--- config.mk ---
export PLATFORM = sky130hd
export DESIGN_NAME = mem_interface
export DESIGN_NICKNAME = d
export VERILOG_FILES = /design/src/rtl/mem_interface.sv
export SDC_FILE = /design/constraint.sdc
export NUM_CORES = 1
export LEC_CHECK = 0
export CORE_MARGIN = 3
export CORE_UTILIZATION = 28
export CTS_CLUSTER_DIAMETER = 100
export DETAILED_ROUTE_END_ITERATION = 10
export PLACE_DENSITY = 0.61
export SYNTH_ARGS = -nofsm -noshare
export SYNTH_HDL_FRONTEND = slang
export SYNTH_SLANG_ARGS = --single-unit
export TNS_END_PERCENT = 1
--- constraint.sdc ---
create_clock -name clk -period 3.1 [get_ports clk]
set_clock_uncertainty 0.05 [all_clocks]
set_input_delay 0.62 -clock clk [delete_from_list [all_inputs] [get_ports clk]]
set_output_delay 0.62 -clock clk [all_outputs]
set_load 0.01 [all_outputs]
--- src/rtl/mem_interface.sv ---
// MAR/MDR owner and memory/IO access sequencer for an LC-3 style datapath.
// Decodes the keyboard/display page and pulses R when an access completes.
module mem_interface #(
   parameter int          MEM_LATENCY = 3,
   parameter logic [15:0] KBSR_ADDR   = 16'hFE00,
   parameter logic [15:0] KBDR_ADDR   = 16'hFE02,
   parameter logic [15:0] DSR_ADDR    = 16'hFE04,
   parameter logic [15:0] DDR_ADDR    = 16'hFE06
) (
   input  logic        clk,
   input  logic        reset,
   input  logic [15:0] BUS,
   input  logic        LDMAR,
   input  logic        LDMDR,
   input  logic        MIO_EN,
   input  logic        R_W,
   input  logic        GATEMDR,
   output logic [15:0] MAR,
   output logic [15:0] MDR,
   output logic [15:0] BUS_OUT,
   output logic        R,
   output logic        mem_en,
   output logic        mem_we,
   output logic [15:0] mem_addr,
   output logic [15:0] mem_wdata,
   input  logic [15:0] mem_rdata,
   input  logic        kb_valid,
   input  logic [7:0]  kb_data,
   output logic        ddr_strobe,
   output logic [15:0] ddr_data,
   input  logic        disp_ack
);

   typedef enum logic [1:0] {IDLE, BUSY, DONE, HOLD} state_t;

   state_t      state;
   logic [3:0]  cnt;
   logic        we_l;
   logic [15:0] rd_l;
   logic        kbsr;
   logic [7:0]  kbdr;
   logic        dsr;
   logic [15:0] ddr;

   logic        hit_kbsr;
   logic        hit_kbdr;
   logic        hit_dsr;
   logic        hit_ddr;
   logic        is_io;
   logic        rd_done;
   logic        wr_done;
   logic [15:0] rd_val;

   assign hit_kbsr = (MAR == KBSR_ADDR);
   assign hit_kbdr = (MAR == KBDR_ADDR);
   assign hit_dsr  = (MAR == DSR_ADDR);
   assign hit_ddr  = (MAR == DDR_ADDR);
   assign is_io    = hit_kbsr | hit_kbdr | hit_dsr | hit_ddr;

   // MAR is frozen for the whole access, so the decode stays valid in DONE
   assign rd_done = (state == DONE) && !we_l;
   assign wr_done = (state == DONE) && we_l;

   always_comb begin
      rd_val = rd_l;
      unique case (1'b1)
         hit_kbsr: rd_val = {kbsr, 15'b0};
         hit_kbdr: rd_val = {8'h00, kbdr};
         hit_dsr:  rd_val = {dsr, 15'b0};
         hit_ddr:  rd_val = ddr;
         default:  rd_val = rd_l;
      endcase
   end

   assign BUS_OUT   = GATEMDR ? MDR : 16'h0000;
   assign mem_addr  = MAR;
   assign mem_wdata = MDR;
   assign ddr_data  = ddr;

   always_ff @(posedge clk) begin
      if (reset) begin
         state      <= IDLE;
         cnt        <= 4'd0;
         we_l       <= 1'b0;
         rd_l       <= 16'h0000;
         MAR        <= 16'h0000;
         MDR        <= 16'h0000;
         kbsr       <= 1'b0;
         kbdr       <= 8'h00;
         dsr        <= 1'b1;
         ddr        <= 16'h0000;
         R          <= 1'b0;
         mem_en     <= 1'b0;
         mem_we     <= 1'b0;
         ddr_strobe <= 1'b0;
      end else begin
         if (LDMAR)
            MAR <= BUS;

         if (LDMDR && !MIO_EN)
            MDR <= BUS;
         else if (LDMDR && rd_done)
            MDR <= rd_val;

         if (rd_done && hit_kbdr)
            kbsr <= 1'b0;
         if (kb_valid) begin
            kbdr <= kb_data;
            kbsr <= 1'b1;
         end

         // a DDR write completing beats a coincident display ack
         if (disp_ack)
            dsr <= 1'b1;
         if (wr_done && hit_ddr)
            dsr <= 1'b0;

         R          <= 1'b0;
         mem_en     <= 1'b0;
         mem_we     <= 1'b0;
         ddr_strobe <= 1'b0;

         unique case (state)
            IDLE: begin
               if (MIO_EN) begin
                  we_l <= R_W;
                  if (is_io) begin
                     state <= DONE;
                     R     <= 1'b1;
                     if (R_W && hit_ddr) begin
                        ddr        <= MDR;
                        ddr_strobe <= 1'b1;
                     end
                  end else begin
                     state  <= BUSY;
                     cnt    <= 4'(MEM_LATENCY - 1);
                     mem_en <= 1'b1;
                     mem_we <= R_W;
                  end
               end
            end
            BUSY: begin
               if (cnt == 4'd0) begin
                  rd_l  <= mem_rdata;
                  state <= DONE;
                  R     <= 1'b1;
               end else begin
                  cnt    <= cnt - 4'd1;
                  mem_en <= 1'b1;
                  mem_we <= we_l;
               end
            end
            DONE: begin
               state <= MIO_EN ? HOLD : IDLE;
            end
            HOLD: begin
               if (!MIO_EN)
                  state <= IDLE;
            end
            default: state <= IDLE;
         endcase
      end
   end

endmodule
==> impl_metrics.csv, run 1 <==
group,metric,value,unit
routing,met1_length,5.71,mm
routing,vias,3637,
timing,worstMarginPinSlew,0.839,ns
critical_path,crit_chain,"clkdlybuf4s50_1 -> buf_4 -> and2_1 -> clkdlybuf4s50_1",
critical_path,worstSetupPathType,"input pin to output port",
placed_design,numPortBuffers,148,
logic_synthesis,ys_warn_count,0,
clock_tree,clkTransAtPathRegs,0.06,ns
power,p_leak,2.03,nW
logic_synthesis,synth_flop_cell,"dfxtp_1",
critical_path,path_common_cell,"clkdlybuf4s50_1",
critical_path,critical_path.max_stage_delay,0.54,ns
critical_path,cp-end-kind,"output port",
global_routing,grt_util_all_layers,15.8,%
global_routing,antenna_found_initial,0,
logic_synthesis,syn_avg_cell_area,8.85,µm²
min_path,holdPathStages,2,
power,powerDensity,499,nW/µm²
clock_tree,cts_tree,"built",
global_routing,first_global_vias,3542,
floorplanning,initial_core_util,28.8,%
timing,finalHoldViolCount,0,
routing,drc_errors,0,
routing,vias_per_cell,4.90,
timing,fin_crit_sh,84.7,%
routing,dr.max_layer_used,"met4",
routing,wl_met2,6.01,mm
power,max-vdd-ir-drop,0.000338,V
timing,maxSlewViolCount,0,
logic_synthesis,synth-edff-count,0,
floorplanning,io_pins,149,
logic_synthesis,synthArstFlopShare,0,%
cells_and_area,postLayoutCellArea,5760,µm²
clock_tree,cts_hold_buf,0,
clock_tree,cts.sinks,85,
routing,routed_wirelength,12.8,mm
routing,detailedRoute.firstPassIterationCount,5,
clock_tree,clock_latency,0.33,ns
floorplanning,row_count,43,
logic_synthesis,ys_ff_latch,85,
floorplanning,core,13900,µm²
floorplanning,die_area,15800,µm²
logic_synthesis,syn_inst,454,
timing,min_period,2.63,ns
cells_and_area,final_nets,608,
timing,timing.setup.tns,0,ns
clock_tree,cts.path.max_buffers,2,
cells_and_area,area_growth,43.3,%
logic_synthesis,synth_nets,505,
critical_path,cp-start-kind,"input pin",
clock_tree,cts.repair.resized,0,
global_routing,globalRouteOverflowTotal,0,
logic_synthesis,synth_cell_types,40,
critical_path,critPathSlowestCell,"clkdlybuf4s50_1",
routing,ant_nets,0,
logic_synthesis,syn_area,4020,µm²
timing,max-slew-margin-rel,44.0,%
clock_tree,htree_levels,3,
timing,setup_viol,0,
clock_tree,cts_setup_buffers,0,
clock_tree,root_buffer,"clkbuf_16",
global_routing,grt_first_pass_wirelength,20.2,mm
routing,drt_iter0_markers,224,
routing,wl_per_cell,17.2,µm
cells_and_area,multi_input_area,1900,µm²
global_routing,grt_max_degree,82,
cells_and_area,mostFrequentLayoutCells,"clkdlybuf4s50_1 (147), dfxtp_1 (85), mux2i_1 (43)",
floorplanning,fp.dieH,126,µm
cells_and_area,layout_commonest_cell,"clkdlybuf4s50_1",
outcome,outcome,"completed",
routing,dr_wl_met3,898,µm
critical_path,crit_required,2.43,ns
cells_and_area,n_antenna_cell,0,
placed_design,place_congestion,0.855,
cells_and_area,seq_area,1700,µm²
placed_design,dpl_cell_area,5410,µm²
timing,timing.hold.ws,0.404,ns
cells_and_area,fillers,1321,
placed_design,dp_hpwl,9.38,mm
timing,rsz0062_at_grt,"no",
critical_path,crit_arrival,1.96,ns
clock_tree,cts_buffers,9,
critical_path,crit_fanout,16,
min_path,hold_path.class,"flip-flop to flip-flop",
floorplanning,fp.dieW,126,µm
cells_and_area,drive_above_1_share,7.12,%
logic_synthesis,seq_area_frac_synth,42.4,%
critical_path,r2r_cells,4,
run,maxCapViolCount,0,
timing,clock.fmax,381,MHz
-- stage by stage --
stage	power, mW	utilization, %	instances	worst slack (ns)
6_report	2.87	41.3	742	0.474
5_1_grt	2.99	41.3	742	0.401
4_1_cts	2.90	41.3	742	0.450
3_5_place_dp	1.65	38.8	726	0.450
3_3_place_gp	1.63	38.8	726	0.477
2_1_floorplan	1.44	-	454	0.987
-- synthesized netlist by cell type (all sizes together), types with 10 or more instances --
cell type	number	share of area (%)
and2	18	2.8
o21ai	22	2.7
a22oi	10	1.9
buf	38	7.2
dfxtp	85	42
nor2	27	2.5
clkbuf	29	2.7
nor2b	10	1.6
nand2	36	3.4
a21oi	41	5.1
nand3	28	3.5
mux2i	43	11
o22ai	10	1.6
-- cells by family after synthesis --
group                    count (synthesis)  share of synthesized area, %
AO/OA/AOI/OAI                          101                          15.9
XOR/XNOR                                 3                         0.654
buffers and inverters                   73                          10.4
flip-flops                              85                          42.4
multiplexers                            43                          10.7
adder cells (fa/ha/maj)                  2                         0.623
AND/OR/NAND/NOR                        147                          19.3
-- state kept, by name (all words and copies together) (netlist names), 2 cells and up --
| signal | count |
|---|---|
| MDR | 16 |
| kbdr | 8 |
| rd_l | 16 |
| cnt | 4 |
| state | 2 |
| ddr_data | 16 |
| MAR | 16 |
-- power breakdown --
group,switching [mW],total [mW],internal [mW]
Clock,0.443,1.26,0.813
Sequential,0.0522,1.20,1.14
Combinational,0.200,0.422,0.222
Total,0.695,2.87,2.18
-- critical path, delay by kind of cell --
family	cells	cell delay, ns
buffers and inverters	3	1.18
AND/OR/NAND/NOR	1	0.15
-- layout make-up --
| class | instances | share of cell area [%] |
|---|---|---|
| tap | 180 | 3.91 |
| clock buffer | 11 | 4.22 |
| multi-input combinational | 296 | 33.0 |
| inverter | 6 | 0.391 |
| sequential | 85 | 29.6 |
| clock inverter | 5 | 1.87 |
| timing repair buffer | 159 | 27.1 |
-- worst paths after layout --
kind | startpoint | to | slack [ns]
min reg2reg | rd_l[2] | rd_l[2] | 0.40
max | GATEMDR | BUS_OUT[5] | 0.47
max reg2reg | MAR[0] | ddr_data[12] | 0.73
min | rd_l[2] | rd_l[2] | 0.40
-- routing by layer --
| layer | vias to the layer above | GRT usage (%) |
|---|---|---|
| li1 | 1770 | - |
| met1 | 1706 | 21.1 |
| met2 | 147 | 25.7 |
| met3 | 14 | 3.65 |
| met4 | 0 | 4.48 |
| met5 | - | 0 |
Note: power is estimated with default switching activity, not from simulation.
==> run 2, diff against run 1 <==
==> constraint.sdc (replaced) <==
create_clock -name clk -period 2.5 [get_ports clk]
set_clock_uncertainty 0.05 [all_clocks]
set_input_delay 0.5 -clock clk [delete_from_list [all_inputs] [get_ports clk]]
set_output_delay 0.5 -clock clk [all_outputs]
set_load 0.01 [all_outputs]
==> run 2 against run 1 <==
Design area up 0.37%; final cell count up 0.27%; non-clock buffer count up 3; routed wire length down 0.92%; sequential power up 23%; utilization up 0.15 points; critical path depth unchanged; combinational power up 25%; setup slack worse by 0.34 ns; global-route usage down 0.34 points; critical endpoint is now BUS_OUT[12]; largest cell class unchanged; largest power group is now registers.
==> impl_metrics.csv, run 2 (synthesis gave the netlist of run 1 again) <==
group,metric,value,unit
routing,vias,3682,
clock_tree,cts_buffers,9,
critical_path,cp-start-kind,"input pin",
critical_path,critPathSlowestCell,"clkdlybuf4s50_1",
clock_tree,cts.sinks,85,
routing,drt_iter0_markers,266,
global_routing,globalRouteOverflowTotal,0,
clock_tree,clock_latency,0.34,ns
cells_and_area,n_antenna_cell,0,
timing,rsz0062_at_grt,"no",
routing,routed_wirelength,12.6,mm
floorplanning,core,13900,µm²
outcome,outcome,"completed",
clock_tree,clkTransAtPathRegs,0.06,ns
timing,maxSlewViolCount,0,
critical_path,r2r_end,"MDR[12]",
global_routing,grt_max_degree,82,
cells_and_area,final_nets,611,
critical_path,crit_fanout,16,
critical_path,reg2reg_setup_slack,0.25,ns
routing,drc_errors,0,
clock_tree,cts.path.max_buffers,2,
floorplanning,fp.dieW,126,µm
timing,finalHoldViolCount,0,
clock_tree,cts_setup_buffers,0,
critical_path,r2r_cells,4,
timing,fin_crit_sh,94.8,%
global_routing,first_global_vias,3554,
power,powerDensity,599,nW/µm²
floorplanning,die_area,15800,µm²
critical_path,crit_required,1.95,ns
power,p_leak,2.04,nW
timing,timing.hold.ws,0.407,ns
critical_path,r2r-start,"MAR[0]",
clock_tree,cts.repair.resized,0,
min_path,hold_path.class,"flip-flop to flip-flop",
global_routing,grt_first_pass_wirelength,19.8,mm
clock_tree,root_buffer,"clkbuf_16",
power,max-vdd-ir-drop,0.000329,V
placed_design,place_congestion,0.887,
critical_path,path_common_cell,"clkdlybuf4s50_1",
cells_and_area,fillers,1315,
routing,ant_nets,0,
cells_and_area,area_growth,43.8,%
timing,min_period,2.37,ns
critical_path,cp-end-kind,"output port",
routing,detailedRoute.firstPassIterationCount,5,
critical_path,worstSetupPathType,"input pin to output port",
clock_tree,htree_levels,3,
timing,timing.setup.tns,0,ns
timing,worstMarginPinSlew,0.841,ns
placed_design,dp_hpwl,9.30,mm
routing,vias_per_cell,4.95,
placed_design,numPortBuffers,148,
timing,setup_viol,0,
routing,wl_per_cell,17.0,µm
floorplanning,io_pins,149,
floorplanning,fp.dieH,126,µm
critical_path,critical_path.max_stage_delay,0.54,ns
clock_tree,cts_hold_buf,0,
cells_and_area,mostFrequentLayoutCells,"clkdlybuf4s50_1 (147), dfxtp_1 (85), mux2i_1 (43)",
critical_path,crit_chain,"clkdlybuf4s50_1 -> buf_12 -> and2_1 -> clkdlybuf4s50_1",
timing,clock.fmax,422,MHz
min_path,whs_endpoint,"rd_l[2]",
floorplanning,row_count,43,
clock_tree,cts_tree,"built",
global_routing,antenna_found_initial,0,
floorplanning,initial_core_util,28.8,%
cells_and_area,layout_commonest_cell,"clkdlybuf4s50_1",
timing,max-slew-margin-rel,43.9,%
cells_and_area,drive_above_1_share,7.62,%
global_routing,grt_util_all_layers,15.5,%
run,maxCapViolCount,0,
min_path,holdPathStages,2,
critical_path,crit_arrival,1.82,ns
min_path,worstHoldStart,"rd_l[2]",
## run 2: power by group
group	internal, mW	switching (mW)	leakage (nW)	total (mW)
clock	0.900	0.549	0.155	1.45
combinational	0.281	0.247	1.19	0.528
sequential	1.42	0.0652	0.694	1.48
total	2.60	0.861	2.04	3.46
## run 2: worst max-delay path by stage
stage	start	endpoint	slack, ns	cells past startpoint
3_5_place_dp	GATEMDR	BUS_OUT[12]	0.11	4
2_1_floorplan	MAR[0]	MDR[10]	0.39	5
4_1_cts	GATEMDR	BUS_OUT[12]	0.11	4
6_report	GATEMDR	BUS_OUT[12]	0.13	4
3_3_place_gp	GATEMDR	BUS_OUT[5]	0.14	4
5_1_grt	GATEMDR	BUS_OUT[3]	0.09	4
## run 2: metrics by stage
stage	util (%)	power, mW	area, µm²	std cells	worst slack (ns)
4_1_cts	41.5	3.48	5780	744	0.106
6_report	41.5	3.46	5780	744	0.130
3_3_place_gp	39.1	2.03	5460	729	0.138
2_1_floorplan	-	1.79	4020	454	0.387
3_5_place_dp	39.1	2.04	5460	729	0.109
5_1_grt	41.5	3.59	5780	744	0.0896
## run 2: worst max-delay path, delay by kind of cell
family / cells / cell delay (ns)
buffers and inverters: 3 / 1.19
AND/OR/NAND/NOR: 1 / 0.13
## run 2: layout make-up
class	instances	area (µm²)	area share [%]
clock inverters	5	85.1	1.47
well taps	180	225	3.90
flip-flops and latches	85	1700	29.4
inverters	6	22.5	0.390
repair buffers	162	1610	27.8
clock buffers	10	239	4.14
multi-input cells	296	1900	32.9
## run 2: layer usage
| layer | GRT usage (%) | routed length [µm] | vias to the layer above |
|---|---|---|---|
| met5 | 0 | 0 | - |
| met1 | 20.9 | 5620 | 1738 |
| met3 | 3.31 | 894 | 18 |
| met2 | 24.5 | 5880 | 148 |
| met4 | 5.68 | 256 | 0 |
| li1 | - | - | 1778 |
==> RTL change 1, RTL diff (settings of run 1) <==
Reset style: asynchronous (`reset`), changed in one clocked block.
--- a/src/rtl/mem_interface.sv
+++ b/src/rtl/mem_interface.sv
@@ -77,7 +77,7 @@
    assign mem_wdata = MDR;
    assign ddr_data  = ddr;
 
-   always_ff @(posedge clk) begin
+   always_ff @(posedge clk or posedge reset) begin
       if (reset) begin
          state      <= IDLE;
          cnt        <= 4'd0;
Formal check against the unedited RTL: differs if reset is asserted again (counterexample within 4 cycles, from zero or initial values and one cycle with reset high); with reset held inactive, the same outputs for 10 cycles.
==> RTL change 1 against run 1 <==
Die area increased by 3.2%; routed wire length decreased by 10%; critical path depth unchanged; first-iteration DRC count decreased by 25%; worst setup slack got worse by 42 ps; sequential cell count unchanged; final area increased by 3.2%; via count decreased by 18%; register-to-register slack improved by 140 ps; synthesized area increased by 3.3%; core utilization increased by 0.51 points; largest cell class is now registers; highest routed layer unchanged.
Power is not compared: it rests on default switching activity, and its combinational part moved more than twofold at a synthesized area within 25%.
==> RTL change 1: results (changes against run 1) <==
The flow ran to the end, and the final reports show no timing, DRC or antenna violations. Net count after synthesis: 374 (-26%). The tools report the length of the first detailed-routing pass in iterations as 4 (-1).

The number of cells on the worst reg-to-reg path was 5 (+1). Final antenna diode count: 0 (unchanged). The run gives 168 (-25%) as the DRC marker count from the first detailed-route iteration.

For the maximum number of pins on one net before global-route repair, the log shows 55 (-33%). Fraction of registers with async set or reset after synthesis: 100.0% (+100 points). The post-route core utilization was 41.83% (+0.51 points); the number of stages on the worst hold path was 1 (-1). The share of cells above drive strength 1 works out to 20.49% (+13 points).

The placed standard-cell area came out at 0.005615 mm² (+3.8%). The post-placement cell count is 613 (-16%). The routed length on met1 is 5.040 mm (-12%). For this design the static power due to leakage is 2.455 nW. The distinct cell type count after synthesis came out at 43 (+7.5%).

The logs give 8.246 mm (-12%) for the HPWL reported at the end of detailed placement and 17.48 mm (-13%) for the wire length of the first global-routing pass. The via density per instance came out at 4.720 (-3.7%). The amount of wire on met2 after detailed routing came out at 5.663 mm (-5.7%). The quantity of I/O buffers inserted on ports was 148 (unchanged); the overall routed net length was 11.48 mm (-10%).

Sorting the synthesized cells by area gives the leading types as sky130_fd_sc_hd__dfrtp_1, sky130_fd_sc_hd__mux2_2, sky130_fd_sc_hd__buf_4, sky130_fd_sc_hd__mux2i_1, sky130_fd_sc_hd__mux2_4. The global placer's final weighted congestion was 0.7107 (-17%); the filler cell count was 1341 (+1.5%). The detailed-routed wire length on met3 was 589 µm (-34%).

The logs give 51.27% (+8.9 points) for the sequential fraction of the synthesis area and 3036 (-14%) for the via count of the first global-routing pass. The slew at the pin with the worst max-slew slack is 902.9 ps (+63.50 ps). Pre-CTS setup slack: 400.2 ps (-50.10 ps).

After synthesis, the most frequently instantiated cells are sky130_fd_sc_hd__dfrtp_1, sky130_fd_sc_hd__mux2_2, sky130_fd_sc_hd__buf_4, sky130_fd_sc_hd__mux2i_1, sky130_fd_sc_hd__and2_1. The tools report the overall routing resource usage as 14.14% (-1.7 points). The mean post-synth cell area came out at 12.85 µm² (+45%). Leading register cell type out of synthesis: sky130_fd_sc_hd__dfrtp_1. The number of nets at the end of the flow is 495 (-19%).

The data arrival at the endpoint of the critical path is 2000 ps (+40 ps), and the post-layout instance count excluding filler cells is 629 (-15%).
## RTL change 1: cell type report
class,count,share of cell area (%)
flip-flops and latches,85,35.82
well taps,180,3.790
multi-input cells,186,28.22
clock inverters,4,1.179
repair buffers,158,26.41
inverters,4,0.2737
clock buffers,12,4.317
## RTL change 1: routing by layer
layer | up-vias | track usage, %
met3 | 14 | 3.250
met4 | 0 | 5.243
met5 | - | 0
met1 | 1502 | 17.80
met2 | 85 | 23.69
li1 | 1368 | -
## RTL change 1: cells by family after synthesis
group	after synthesis	share of synthesized area, %
fa+ha+maj	2	0.6027
flops	85	51.27
mux	75	20.61
buf+inv	52	8.348
compound gates	47	8.378
simple gates	62	10.79
## RTL change 1: critical path, stage by stage
cell                              delay (ps)
sky130_fd_sc_hd__clkdlybuf4s50_1         450
sky130_fd_sc_hd__buf_4                   230
sky130_fd_sc_hd__and2_1                  160
sky130_fd_sc_hd__clkdlybuf4s50_1         530
## RTL change 1: where the power goes
part | total [mW] | leakage (nW) | internal, mW | switching (mW)
clock network | 1.17 | 0.163 | 0.747 | 0.422
logic | 1.12 | 1.25 | 0.677 | 0.448
registers | 1.56 | 1.04 | 1.35 | 0.205
## RTL change 1: final timing paths
| path | start | end | slack (ps) |
|---|---|---|---|
| worst max-delay path | GATEMDR | BUS_OUT[15] | 430 |
| worst min-delay path | kbsr | kbsr | 440 |
| worst max register to register | MAR[5] | MDR[8] | 870 |
| worst min register to register | kbsr | kbsr | 440 |
| max in group asynchronous | reset | dsr | 1660 |
| min in group asynchronous | reset | rd_l[2] | 620 |
==> RTL change 2, RTL diff (config.mk and constraints of run 1) <==
Without the edit above. Re-encode `state_t` (4 states) as Gray code, 2 bits wide.
--- a/src/rtl/mem_interface.sv
+++ b/src/rtl/mem_interface.sv
@@ -31,7 +31,7 @@
    input  logic        disp_ack
 );
 
-   typedef enum logic [1:0] {IDLE, BUSY, DONE, HOLD} state_t;
+   typedef enum logic [1:0] {IDLE = 2'b00, BUSY = 2'b01, DONE = 2'b11, HOLD = 2'b10} state_t;
 
    state_t      state;
    logic [3:0]  cnt;
Behaviour: same outputs for any inputs over 4 cycles, from zero or initial values and one cycle with reset high; so few cycles prove little.
==> RTL change 2 against run 1 <==
Synthesized cell count grew 0.66%; power shrank 6.4%; clock power shrank 15%; register-to-register slack gained 330 ps; sequential power is essentially flat; sequential cell count is the same; routed wire length shrank 2.6%; final area shrank 2.2%; synthesized area shrank 0.81%; maximum frequency shrank 0.52%; first-iteration DRC count shrank 8.0%; worst setup slack lost 14 ps.
==> RTL change 2: results (changes against run 1) <==
The placed standard-cell area came out at 0.005338 mm² (-1.3%). The leakage dissipation was 1.980 nW (-2.5%); the overall routing resource usage was 15.40% (-0.43 points). Critical-path maximum fanout: 16 (unchanged). Sorting the synthesized cells by area gives the leading types as sky130_fd_sc_hd__dfxtp_1, sky130_fd_sc_hd__mux2i_1, sky130_fd_sc_hd__buf_4, sky130_fd_sc_hd__a21oi_1, sky130_fd_sc_hd__nand2_1. The number of buffers between clock root and the deepest sink was 2 (unchanged).

The run gives 3 (unchanged) as the CTS H-tree depth. The worst reg-to-reg setup slack was 1060 ps (+330 ps); the slew at the pin with the worst max-slew slack was 648.7 ps (-190.7 ps). The worst register-to-register path ends at MDR[3]. Final antenna diode count: 0 (unchanged).

DRC marker count from the first detailed-route iteration: 206 (-8.0%). The commonest cells after synthesis are sky130_fd_sc_hd__dfxtp_1, sky130_fd_sc_hd__a21oi_1, sky130_fd_sc_hd__mux2i_1, sky130_fd_sc_hd__nand2_1. Via count of the first global-routing pass: 3561 (+0.54%).

Share of cells above drive strength 1: 5.151% (-2.0 points). The sequential fraction of the synthesis area was 42.70% (+0.35 points); the overall routed net length was 12.43 mm (-2.6%). Net count after synthesis: 508 (+0.59%). The number of buffers added by the clock tree synthesis step is 9 (unchanged), and the via count is 3612 (-0.69%).

The logs give 0 (unchanged) for the number of gates resized after cts and 1338 (+1.3%) for the filler cell count. The run gives 610 (+0.33%) as the number of nets at the end of the flow. HPWL reported at the end of detailed placement: 9.201 mm (-1.9%).

For the worst slack on hold paths, the log shows 402.5 ps (-1.612 ps). The clock reaches the later pin of the worst-skew pair after 340 ps. The maximum ir drop on the vdd rail came out at 0.2704 mV (-20%). The run gives 0.8003 (-6.4%) as the global placer's final weighted congestion. Clock tree synthesis selected as its root buffer the cell sky130_fd_sc_hd__clkbuf_16. The length of the first detailed-routing pass in iterations came out at 6 (+1).

The number of cells on the worst reg-to-reg path works out to 5 (+1). The run finished with clean final reports. The quantity of I/O buffers inserted on ports was 148 (unchanged).

The maximum number of pins on one net before global-route repair was 55 (-33%); the distinct cell type count after synthesis was 42 (+5.0%). The wire length of the first global-routing pass was 19.54 mm (-3.2%).
==> RTL change 2: changes by cell type after synthesis, moves of 7 or more <==
cell / run 1 / this run
sky130_fd_sc_hd__o31ai_1: 7 / 0
sky130_fd_sc_hd__nor2_1: 27 / 36
sky130_fd_sc_hd__clkbuf_1: 29 / 19
sky130_fd_sc_hd__nor2b_1: 10 / 2
==> RTL change 2: cell families (layout without fill, tap and decap cells) <==
logic type      after synthesis  after routing  synth area share (%)
simple gates                149            149                 18.49
compound gates              102            102                 15.51
flops                        85             85                 42.70
mux                          44             44                 11.05
buf+inv                      74            180                 11.40
fa+ha+maj                     2              2                0.6278
xor+xnor                      1              1                0.2198
==> RTL change 2: how the worst min path moves through the flow <==
stage / start / endpoint / cells after the start
after floorplan: rd_l[0] / rd_l[0] / 2
after global placement: rd_l[2] / rd_l[2] / 2
after detailed placement: rd_l[2] / rd_l[2] / 2
after CTS: rd_l[2] / rd_l[2] / 2
after global routing: rd_l[13] / rd_l[13] / 2
final: rd_l[2] / rd_l[2] / 2
==> RTL change 2: layout make-up <==
cell class	count	area (µm²)	area share, %
timing repair buffer	157	1556	27.65
clock buffer	11	242.7	4.312
tap	176	220.2	3.912
clock inverter	4	48.80	0.8669
inverter	8	30.03	0.5335
sequential	85	1702	30.23
multi-input combinational	298	1829	32.50
==> RTL change 2: per-stage QoR <==
| step | setup WS, ps | cells | util, % |
|---|---|---|---|
| 6_report | 460.1 | 739 | 41.52 |
| 5_1_grt | 400.8 | 739 | 41.52 |
| 4_1_cts | 423.8 | 739 | 41.52 |
| 3_5_place_dp | 434.5 | 724 | 39.37 |
| 3_3_place_gp | 467.7 | 724 | 39.37 |
| 2_1_floorplan | 1408 | 457 | - |
==> RTL change 2: critical path, delay by kind of cell <==
family,cells,cell delay (ps)
buf+inv,3,1200
simple gates,1,150
==> RTL change 2: power by group <==
group / switching, mW / internal [mW] / leakage, nW
sequential: 0.0534 / 1.15 / 0.694
clock: 0.428 / 0.641 / 0.145
combinational: 0.198 / 0.221 / 1.14
total: 0.679 / 2.01 / 1.98
==> RTL change 2: metal layers <==
layer / GRT usage (%) / wire length (µm) / part of all wire (%) / vias up
met1: 20.26 / 5615 / 45 / 1693
met3: 3.923 / 875 / 7.0 / 14
li1: - / - / - / 1770
met2: 24.39 / 5734 / 46 / 135
met4: 5.804 / 204 / 1.6 / 0
met5: 0 / 0 / 0 / -
